### src/rtl/ym_dac_stream_gen_if.sv
// Host sample-write port of the DAC stream generator.
// The host (master) drives channel, data and valid; the generator (slave) drives ready.
interface ym_dac_stream_gen_if #(
    parameter int SAMPLE_W = 18
) ();
    logic                sample_valid;
    logic [2:0]          sample_ch;
    logic [SAMPLE_W-1:0] sample_data;
    logic                sample_ready;

    modport master (
        output sample_valid,
        output sample_ch,
        output sample_data,
        input  sample_ready
    );

    modport slave (
        input  sample_valid,
        input  sample_ch,
        input  sample_data,
        output sample_ready
    );
endinterface

### src/rtl/ym_dac_stream_gen.sv
// YMF262-style serial DAC stream generator: bit clock, per-channel sample
// strobes and MSB-first data, fed from double-buffered per-channel holds.
// All stream state moves on the clk edge where ym_dclk falls, so data and
// strobes are stable around the following ym_dclk rising edge.
module ym_dac_stream_gen #(
    parameter int CLK_DIV  = 8,
    parameter int CHANNELS = 2,
    parameter int SAMPLE_W = 18,
    parameter int SLOT_LEN = 18,
    parameter int SMP_ON   = 8,
    parameter int SMP_OFF  = 16
) (
    input  logic                clk,
    input  logic                rst_n,
    input  logic                en,
    ym_dac_stream_gen_if.slave  host,
    output logic                ym_dclk,
    output logic [CHANNELS-1:0] ym_smp,
    output logic                ym_data,
    output logic                frame_start,
    output logic                underrun,
    output logic [7:0]          underrun_cnt
);
    localparam int DIV_W = $clog2(CLK_DIV);
    localparam int BIT_W = $clog2(SLOT_LEN + 1);
    localparam int CH_W  = (CHANNELS > 1) ? $clog2(CHANNELS) : 1;

    logic [DIV_W-1:0]    div_q, div_d;
    logic [BIT_W-1:0]    bit_q, bit_d;
    logic [CH_W-1:0]     ch_q, ch_d;
    // Set while no tick has happened since reset or en=0: the next tick is
    // the load of channel 0 rather than a counter increment.
    logic                idle_q, idle_d;
    logic                tick;
    logic                load;
    logic                ready_q;
    logic [SAMPLE_W-1:0] shift_q;
    logic                dclk_q;
    logic [CHANNELS-1:0] smp_q, smp_d;
    logic                frame_q;
    logic                under_q;
    logic [7:0]          cnt_q;
    logic [SAMPLE_W-1:0] hold_q  [CHANNELS];
    logic                fresh_q [CHANNELS];
    logic [CHANNELS-1:0] wr_hit;
    logic [SAMPLE_W-1:0] load_word;
    logic                load_fresh;
    logic                load_wr;
    logic                load_stale;

    assign tick = en && (div_q == DIV_W'(CLK_DIV - 1));

    // Divider and slot/channel counters; en=0 parks everything at frame start.
    always_comb begin
        div_d  = div_q;
        bit_d  = bit_q;
        ch_d   = ch_q;
        idle_d = idle_q;
        load   = 1'b0;
        if (!en) begin
            div_d  = '0;
            bit_d  = '0;
            ch_d   = '0;
            idle_d = 1'b1;
        end else begin
            div_d = tick ? '0 : div_q + DIV_W'(1);
            if (tick) begin
                if (idle_q) begin
                    bit_d  = '0;
                    ch_d   = '0;
                    idle_d = 1'b0;
                    load   = 1'b1;
                end else if (bit_q == BIT_W'(SLOT_LEN - 1)) begin
                    bit_d = '0;
                    load  = 1'b1;
                    ch_d  = (ch_q == CH_W'(CHANNELS - 1)) ? '0 : ch_q + CH_W'(1);
                end else begin
                    bit_d = bit_q + BIT_W'(1);
                end
            end
        end
    end

    // Per-channel hold buffers and freshness flags.
    generate
        for (genvar gi = 0; gi < CHANNELS; gi++) begin : g_ch
            assign wr_hit[gi] = host.sample_valid && ready_q && (host.sample_ch == 3'(gi));

            // Host write fills the hold; a load of this channel consumes it.
            always_ff @(posedge clk or negedge rst_n) begin
                if (!rst_n) begin
                    hold_q[gi]  <= '0;
                    fresh_q[gi] <= 1'b0;
                end else begin
                    if (wr_hit[gi]) begin
                        hold_q[gi] <= host.sample_data;
                    end
                    if (load && (ch_d == CH_W'(gi))) begin
                        fresh_q[gi] <= 1'b0;
                    end else if (wr_hit[gi]) begin
                        fresh_q[gi] <= 1'b1;
                    end
                end
            end

            // Strobe window for this channel, based on the post-tick position.
            always_comb begin
                smp_d[gi] = !idle_d && (ch_d == CH_W'(gi)) &&
                            (bit_d >= BIT_W'(SMP_ON)) && (bit_d < BIT_W'(SMP_OFF));
            end
        end
    endgenerate

    // Select the word for the slot being loaded; a same-clk write bypasses the hold.
    always_comb begin
        load_word  = '0;
        load_fresh = 1'b0;
        load_wr    = 1'b0;
        for (int c = 0; c < CHANNELS; c++) begin
            if (ch_d == CH_W'(c)) begin
                load_word  = hold_q[c];
                load_fresh = fresh_q[c];
                load_wr    = wr_hit[c];
            end
        end
        if (load_wr) begin
            load_word = host.sample_data;
        end
        load_stale = load && !load_fresh && !load_wr;
    end

    // Stream registers, bit clock, strobes and underrun accounting.
    always_ff @(posedge clk or negedge rst_n) begin
        if (!rst_n) begin
            ready_q <= 1'b0;
            div_q   <= '0;
            bit_q   <= '0;
            ch_q    <= '0;
            idle_q  <= 1'b1;
            shift_q <= '0;
            dclk_q  <= 1'b0;
            smp_q   <= '0;
            frame_q <= 1'b0;
            under_q <= 1'b0;
            cnt_q   <= '0;
        end else begin
            ready_q <= 1'b1;
            div_q   <= div_d;
            bit_q   <= bit_d;
            ch_q    <= ch_d;
            idle_q  <= idle_d;
            dclk_q  <= en && (div_d >= DIV_W'(CLK_DIV / 2));
            frame_q <= load && (ch_d == '0);
            if (!en) begin
                shift_q <= '0;
                smp_q   <= '0;
            end else if (tick) begin
                shift_q <= load ? load_word : {shift_q[SAMPLE_W-2:0], 1'b0};
                smp_q   <= smp_d;
            end
            if (load_stale) begin
                under_q <= 1'b1;
                if (cnt_q != 8'hFF) begin
                    cnt_q <= cnt_q + 8'd1;
                end
            end
        end
    end

    assign host.sample_ready = ready_q;
    assign ym_dclk           = dclk_q;
    assign ym_smp            = smp_q;
    assign ym_data           = shift_q[SAMPLE_W-1];
    assign frame_start       = frame_q;
    assign underrun          = under_q;
    assign underrun_cnt      = cnt_q;
endmodule

### src/flat_wrapper.sv
// flat-port wrapper written by rule: the top's interface ports become plain ports
module ym_dac_stream_gen_flat 
#(
    parameter int CLK_DIV  = 8,
    parameter int CHANNELS = 2,
    parameter int SAMPLE_W = 18,
    parameter int SLOT_LEN = 18,
    parameter int SMP_ON   = 8,
    parameter int SMP_OFF  = 16
)
  (clk, rst_n, en, ym_dclk, ym_smp, ym_data, frame_start, underrun, underrun_cnt, host_sample_valid, host_sample_ch, host_sample_data, host_sample_ready);
  ym_dac_stream_gen_if #(.SAMPLE_W(SAMPLE_W)) host_i ();
  input  logic clk;
  input  logic rst_n;
  input  logic en;
  output logic ym_dclk;
  output logic [CHANNELS-1:0] ym_smp;
  output logic ym_data;
  output logic frame_start;
  output logic underrun;
  output logic [7:0] underrun_cnt;
  input wire logic [$bits(host_i.sample_valid)-1:0] host_sample_valid;
  input wire logic [$bits(host_i.sample_ch)-1:0] host_sample_ch;
  input wire logic [$bits(host_i.sample_data)-1:0] host_sample_data;
  output wire logic [$bits(host_i.sample_ready)-1:0] host_sample_ready;
  assign host_i.sample_valid = host_sample_valid;
  assign host_i.sample_ch = host_sample_ch;
  assign host_i.sample_data = host_sample_data;
  assign host_sample_ready = host_i.sample_ready;
  ym_dac_stream_gen #(.CLK_DIV(CLK_DIV), .CHANNELS(CHANNELS), .SAMPLE_W(SAMPLE_W), .SLOT_LEN(SLOT_LEN), .SMP_ON(SMP_ON), .SMP_OFF(SMP_OFF)) u_core (.clk(clk), .rst_n(rst_n), .en(en), .host(host_i), .ym_dclk(ym_dclk), .ym_smp(ym_smp), .ym_data(ym_data), .frame_start(frame_start), .underrun(underrun), .underrun_cnt(underrun_cnt));
endmodule
### config.mk
export PLATFORM = sky130hd
export DESIGN_NAME = ym_dac_stream_gen_flat
export DESIGN_NICKNAME = d
export VERILOG_FILES = /design/src/rtl/ym_dac_stream_gen_if.sv /design/src/rtl/ym_dac_stream_gen.sv /design/src/flat_wrapper.sv
export SDC_FILE = /design/constraint.sdc
export NUM_CORES = 1
export LEC_CHECK = 0
export ABC_AREA = 1
export CORE_MARGIN = 8
export CORE_UTILIZATION = 52
export DETAILED_ROUTE_END_ITERATION = 6
export HOLD_SLACK_MARGIN = 0.1
export PLACE_DENSITY_LB_ADDON = 0.2
export SETUP_SLACK_MARGIN = 0.4
export SLEW_MARGIN = 0
export SYNTH_ARGS = -nofsm -noshare
export SYNTH_HDL_FRONTEND = slang
export SYNTH_SLANG_ARGS = --single-unit
export TNS_END_PERCENT = 20
### constraint.sdc
create_clock -name clk -period 1.9 [get_ports clk]
set_input_delay 0.285 -clock clk [delete_from_list [all_inputs] [get_ports clk]]
set_output_delay 0.285 -clock clk [all_outputs]
set_load 0.05 [all_outputs]
==> flow_summary.yaml <==
run_status:
  outcome: "finished, final reports clean"
synthesis:
  ys_warn_count: 0
  seq_area_frac_synth_pct: 47.92
  synthMostInstantiatedCell: "nand2_1"
  synth_top_area_cell: "dfrtp_1"
  synth_ff_type: "dfrtp_1"
  synthArstFlopShare_pct: 100.0
  synthXorXnorAreaFrac_pct: 1.697
  syn_area_mm2: 0.004128
  ys_top_cells_by_count: "nand2_1 (148), inv_1 (104), dfrtp_1 (78)"
  synth_compound_area_share_pct: 8.366
  yosys_register_bits: 79
  synth_nets: 565
  synth_top_family_by_area: "simple AND/OR/NAND/NOR gates"
  synth_mux_area_share_pct: 0
  synth_edf_count: 0
  synth_cell_types: 30
  syn_inst: 535
  yosys.area_share.adder_pct: 1.516
  avgSynthCellArea_um2: 7.715
  synth_top_area_share_pct: 47.29
  synth-simple-area-share_pct: 27.10
  synth_area_leaders: "dfrtp_1 (47%), nand2_1 (13%), inv_1 (9.5%)"
critical_path:
  crit_slowest_cell: "dfrtp_1"
  worstPathRequired_ns: 2.16
  critPathLaunch: "u_core.bit_q[1]"
  r2r-end: "u_core.bit_q[1]"
  crit_fanout: 2
  startpoint_type: "register"
  crit_end: "u_core.bit_q[1]"
  path_class: "reg2reg"
  cpMostUsedCell: "buf_4"
  crit_arrival_ns: 2.16
  path_cells: "inv_2 -> buf_4 -> buf_4 -> buf_4 -> buf_4 -> buf_4 -> buf_4 -> buf_4 -> buf_4 -> buf_4 -> buf_4 -> o22ai_2"
  reg2regPathDepth: 12
  rrSetupSlack_ns: 0.0009
  rr_startpoint: "u_core.bit_q[1]"
  cp-end-kind: "register"
  slowest_delay_ns: 0.37
global_route:
  grt_max_degree: 42
  grt_overflow: 0
  track_usage_pct: 18.92
  grt_pass1_wl_um: 17240
  antenna_found_initial: 0
  grt_pass1_vias: 3696
die:
  die_y_um: 105.1
  io_pins: 40
  die_area_mm2: 0.01105
  start_util_pct: 53.42
  core_area_mm2: 0.007727
  dieWidth_um: 105.1
  rows: 32
layout:
  final_cells: 719
  syn_to_final_growth_pct: 32.46
  regArea_mm2: 0.001979
  final_layout_size_suffix_gt1_share_pct: 20.75
  fin_nets: 642
  diodes: 0
  final_core_util_pct: 70.76
  multi_input_area_mm2: 0.001819
  nFillCells: 586
pwr:
  p_per_area_mw_per_mm2: 743.0
  power_leakage_nw: 2.838
  irDropWorstVdd_uv: 492.7
cts:
  insertion_delay_ns: 0.35
  root_buffer: "clkbuf_8"
  cts_buffer_depth: 2
  path_clk_slew_ns: 0.08
  cts.sinks: 79
  cts_tree: "yes"
  cts_buffers: 9
  htree_levels: 3
routing:
  drtAntennaViolNets: 0
  via_per_inst: 5.224
  drtIter0Drc: 216
  vias: 3756
  first_pass_iters: 6
  dr_wl_met3_um: 528
  wl_per_cell_um: 14.78
  wl_met2_um: 5065
  drc: 0
  wl_met1_um: 4763
  wirelength_um: 10630
  top_layer_used: "met4"
timing:
  slew_headroom_pct: 64.58
  slew_violations: 0
  hold_viol_final: 0
  period_share_pct: 99.95
  fin_worst_skew_ns: 0.009051
  tightest_slew_ns: 0.5314
  clock.fmax_mhz: 526.6
  finalWorstPathRequiredPeriod_ns: 1.899
  rsz0062_at_grt: "yes"
  whs_ns: 0.4473
  setup_violations: 0
placed_design:
  portBuffers: 39
  place_inst: 683
  dp_hpwl_um: 6375
  place_congestion: 0.8522
min_path:
  hp-class: "in2async"
flow_run:
  drv_cap: 0
-- metal layers --
metal,vias to the layer above,GRT usage [%]
met5,-,0
met4,0,8.970
met3,25,3.563
met2,131,30.54
met1,1772,23.96
li1,1828,-
-- flip-flops by register name (all words and copies together) (netlist names) --
signal	count
u_core.div_q	2
u_core.ym_dclk	1
u_core.underrun	1
u_core.shift_q	18
u_core.fresh_q	2
u_core.ym_smp	2
u_core.frame_start	1
u_core.host.sample_ready	1
u_core.underrun_cnt	8
u_core.ch_q	1
u_core.hold_q	36
u_core.idle_q	1
u_core.bit_q	5
-- through the flow --
step	total power (W)	TNS (ns)	instance area, µm²	setup slack, ns
CTS	0.004027	0	5225	0.07757
floorplan	0.002304	0	4148	0.1286
detailed placement	0.002504	-0.04387	4798	-0.01772
global route	0.004237	-1.609	5468	-0.07725
finish	0.004063	0	5468	0.0009484
global placement	0.002477	0	4798	0.01169
-- cell usage in the layout (no fill, tap or decap), types with 3 or more instances in the layout --
cell type / synthesis / layout
buf_12: 0 / 5
buf_4: 3 / 39
buf_6: 4 / 5
bufinv_16: 0 / 3
clkbuf_1: 12 / 3
clkbuf_2: 0 / 6
clkbuf_8: 0 / 10
clkdlybuf4s50_1: 0 / 23
clkinv_1: 4 / 4
dfrtp_1: 78 / 77
dlymetal6s2s_1: 0 / 5
inv_1: 104 / 101
inv_2: 2 / 4
nand2_1: 148 / 132
nand2_2: 2 / 12
nand2_4: 2 / 6
nand3_1: 42 / 34
nand3_2: 1 / 8
nand3_4: 2 / 3
nand4_1: 27 / 27
nor2_1: 17 / 13
nor2_2: 1 / 4
o21ai_0: 45 / 42
o22ai_1: 16 / 15
xnor2_1: 3 / 3
xor2_1: 5 / 3
-- cells by family (layout without fill, tap and decap cells) --
| kind of cell | Yosys count | count (layout) |
|---|---|---|
| buffers and inverters | 134 | 216 |
| AND/OR/NAND/NOR | 245 | 245 |
| flip-flops | 79 | 79 |
| AO/OA/AOI/OAI | 63 | 63 |
| adder cells (fa/ha/maj) | 5 | 5 |
| other | 1 | 1 |
| XOR/XNOR | 8 | 8 |
-- report_power, final --
| group | switching, W | total [W] | internal, W |
|---|---|---|---|
| Sequential | 0.000100 | 0.00196 | 0.00186 |
| Clock | 0.000608 | 0.00152 | 0.000912 |
| Combinational | 0.000335 | 0.000586 | 0.000251 |
| Total | 0.00104 | 0.00406 | 0.00302 |
-- worst max-delay path, delay by kind of cell, from the launching register on --
family	cells	cell delay (ns)
AO/OA/AOI/OAI	1	0.17
flip-flops	1	0.37
buffers and inverters	11	1.28
-- repair_timing --
| item | CTS | global route |
|---|---|---|
| hold endpoints to repair | 37 | 0 |
| setup buffers | 14 | 2 |
| hold buffers | 1 | 0 |
| endpoints found under the setup margin | 49 | 52 |
| gates cloned | 1 | 2 |
| pin swaps | 5 | 26 |
| resized for setup | 30 | 67 |
-- area by class of cell --
cell class	instances	area share (%)
clock inverters	3	1.648
flip-flops and latches	79	36.20
well taps	102	2.334
repair buffers	90	16.18
multi-input cells	322	33.27
clock buffers	13	2.723
inverters	110	7.643
-- worst min-delay path by stage --
stage,from,end
floorplan,rst_n,u_core.bit_q[0]
global placement,rst_n,u_core.frame_start
detailed placement,rst_n,u_core.frame_start
CTS,rst_n,u_core.frame_start
global route,u_core.shift_q[0],u_core.shift_q[0]
finish,rst_n,u_core.ym_dclk
No activity file was read; power rests on OpenSTA's default activity.
==> edit: new RTL, same flow settings <==
`CLK_DIV` is set to 8 in 2 places; all go to 16.
--- a/src/rtl/ym_dac_stream_gen.sv
+++ b/src/rtl/ym_dac_stream_gen.sv
@@ -3,7 +3,7 @@
 // All stream state moves on the clk edge where ym_dclk falls, so data and
 // strobes are stable around the following ym_dclk rising edge.
 module ym_dac_stream_gen #(
-    parameter int CLK_DIV  = 8,
+    parameter int CLK_DIV  = 16,
     parameter int CHANNELS = 2,
     parameter int SAMPLE_W = 18,
     parameter int SLOT_LEN = 18,
--- a/src/flat_wrapper.sv
+++ b/src/flat_wrapper.sv
@@ -1,7 +1,7 @@
 // flat-port wrapper written by rule: the top's interface ports become plain ports
 module ym_dac_stream_gen_flat 
 #(
-    parameter int CLK_DIV  = 8,
+    parameter int CLK_DIV  = 16,
     parameter int CHANNELS = 2,
     parameter int SAMPLE_W = 18,
     parameter int SLOT_LEN = 18,
Function: changed (Yosys sat finds a counterexample within 10 cycles, from zero or initial values and one cycle with rst_n low).
==> edit against the original RTL <==
- count of clock-buffer cells in the layout is 3 lower
- power is 5.3% lower
- final area is 3.0% lower
- sequential share of layout area is 2.1 points higher
- sequential cell count is 2 higher
- largest power group unchanged
- clock power is 11% lower
- area after synthesis stayed put
- largest cell class unchanged
- via count is 3.8% lower
- setup slack better by 49 ps
- clock skew is 1.3 ps lower
- routed wire length is 8.0% lower
==> edit: results (changes against the original RTL) <==
[placed_design]
place_hpwl_um=6511  ; +2.1%
place_area_sq_um=4806  ; +0.16%
placed_cells=682  ; -0.15%
gp_congestion=0.8618  ; +1.1%
pre_cts_ws_ps=-170.4  ; -152.6 ps

[sta]
fin_crit_sh_pct=97.37  ; -2.6 points
skew_ps=7.726  ; -1.325 ps
slew_headroom_pct=66.16  ; +1.6 points

[global_routing]
grt_use_met3_pct=4.914  ; +1.4 points
grt_pass1_wl_um=15850  ; -8.1%
grt_pass1_vias=3400  ; -8.0%
grt_use_met2_pct=27.38  ; -3.2 points
use_met1_pct=22.65  ; -1.3 points
grt_use_total_pct=17.36  ; -1.6 points
grt_max_degree=49  ; +17%

[critical_path]
cp.arrival_ps=2090  ; -70 ps
slowest_delay_ps=400  ; +30 ps
r2r_start=u_core.bit_q[1]$_DFF_PN0_
critPathKind=reg2reg
reg2reg_depth=13  ; +1
endpoint=u_core.shift_q[8]$_DFFE_PN0P_
reg2reg_slack_ps=50  ; +50 ps
worstPathMaxFanout=9  ; +7
crit_family=simple AND/OR/NAND/NOR gates

[yosys]
synth.distinct_cells=31  ; +3.3%
ys_warn_count=0  ; unchanged
yosys-top-cells-area=dfrtp_1, nand2_1, inv_1
synthAdderAreaFrac_pct=1.212  ; -0.30 points
synth_common_cells=nand2_1, inv_1, dfrtp_1, nand3_1, o21ai_0
ys_seq_area_share_pct=49.14  ; +1.2 points
synth_compound_area_share_pct=8.851  ; +0.48 points
synth_nets=560  ; -0.88%
syn_area_per_cell_sq_um=7.773  ; +0.75%

[clock_tree]
clkTransAtPathRegs_ps=80  ; about the same
clock_path_buffers=2  ; unchanged

[layout]
final_nets=630  ; -1.9%
max_flop_register=u_core.hold_q
fillCellCount=619  ; +5.6%
drive_above_1_share_pct=19.80  ; -0.94 points

[routing]
vias=3614  ; -3.8%
drt-total-wl_um=9778  ; -8.0%
wire_per_inst_um=13.81  ; -6.6%
drt_iter0_drc=205  ; -5.1%

[pwr]
leakagePower_uw=0.002780  ; -2.0%
vdd_ir_drop_max_mv=0.6902  ; +40%
switchingPower_uw=991.5  ; -5.0%

[outcome]
status=completed

[edit: cells by family after synthesis]
kind of cell / after synthesis
xor+xnor: 8
flops: 81
fa+ha+maj: 4
simple gates: 244
compound gates: 68
other cells: 1
buf+inv: 125
[edit: layout make-up]
| type | instances | area (sq um) | area share (%) |
|---|---|---|---|
| Clock inverter | 6 | 82.58 | 1.557 |
| Tap cell | 102 | 127.6 | 2.406 |
| Inverter | 103 | 390.4 | 7.358 |
| Clock buffer | 10 | 127.6 | 2.406 |
| Multi-Input combinational cell | 325 | 1765 | 33.28 |
| Sequential cell | 81 | 2031 | 38.28 |
| Timing Repair Buffer | 81 | 780.7 | 14.72 |
[edit: metal layers]
layer  up-vias  routed length (um)  part of all wire, %
met2       100                4745                   49
met3        13                 587                  6.0
met1      1706                4301                   44
met4         0                 144                  1.5
li1       1795                   -                    -
met5         -                   0                    0
[edit: timing repair]
item | 4_1_cts | 5_1_grt
setup buffers | 3 | 4
resized for setup | 21 | 68
pin swaps | 0 | 16
endpoints found under the hold margin | 80 | 0
setup endpoints to repair | 49 | 52
gates cloned | 0 | 2
hold buffers | 1 | 0
[edit: power by group through the flow]
stage               clock network (uW)  registers, uW  logic [uW]
global route                      1450           1990         607
CTS                               1390           1970         480
floorplan                            0           1990         312
finish                            1360           1970         519
global placement                     0           1990         461
detailed placement                   0           2000         475
[edit: stage by stage]
stage,power (uW),hold WS (ps),TNS (ps)
finish,3849,311.6,0
global route,4053,316.6,-381.7
CTS,3836,300.1,0
detailed placement,2475,145.4,-3477
global placement,2456,145.1,-1380
floorplan,2298,-10.59,0
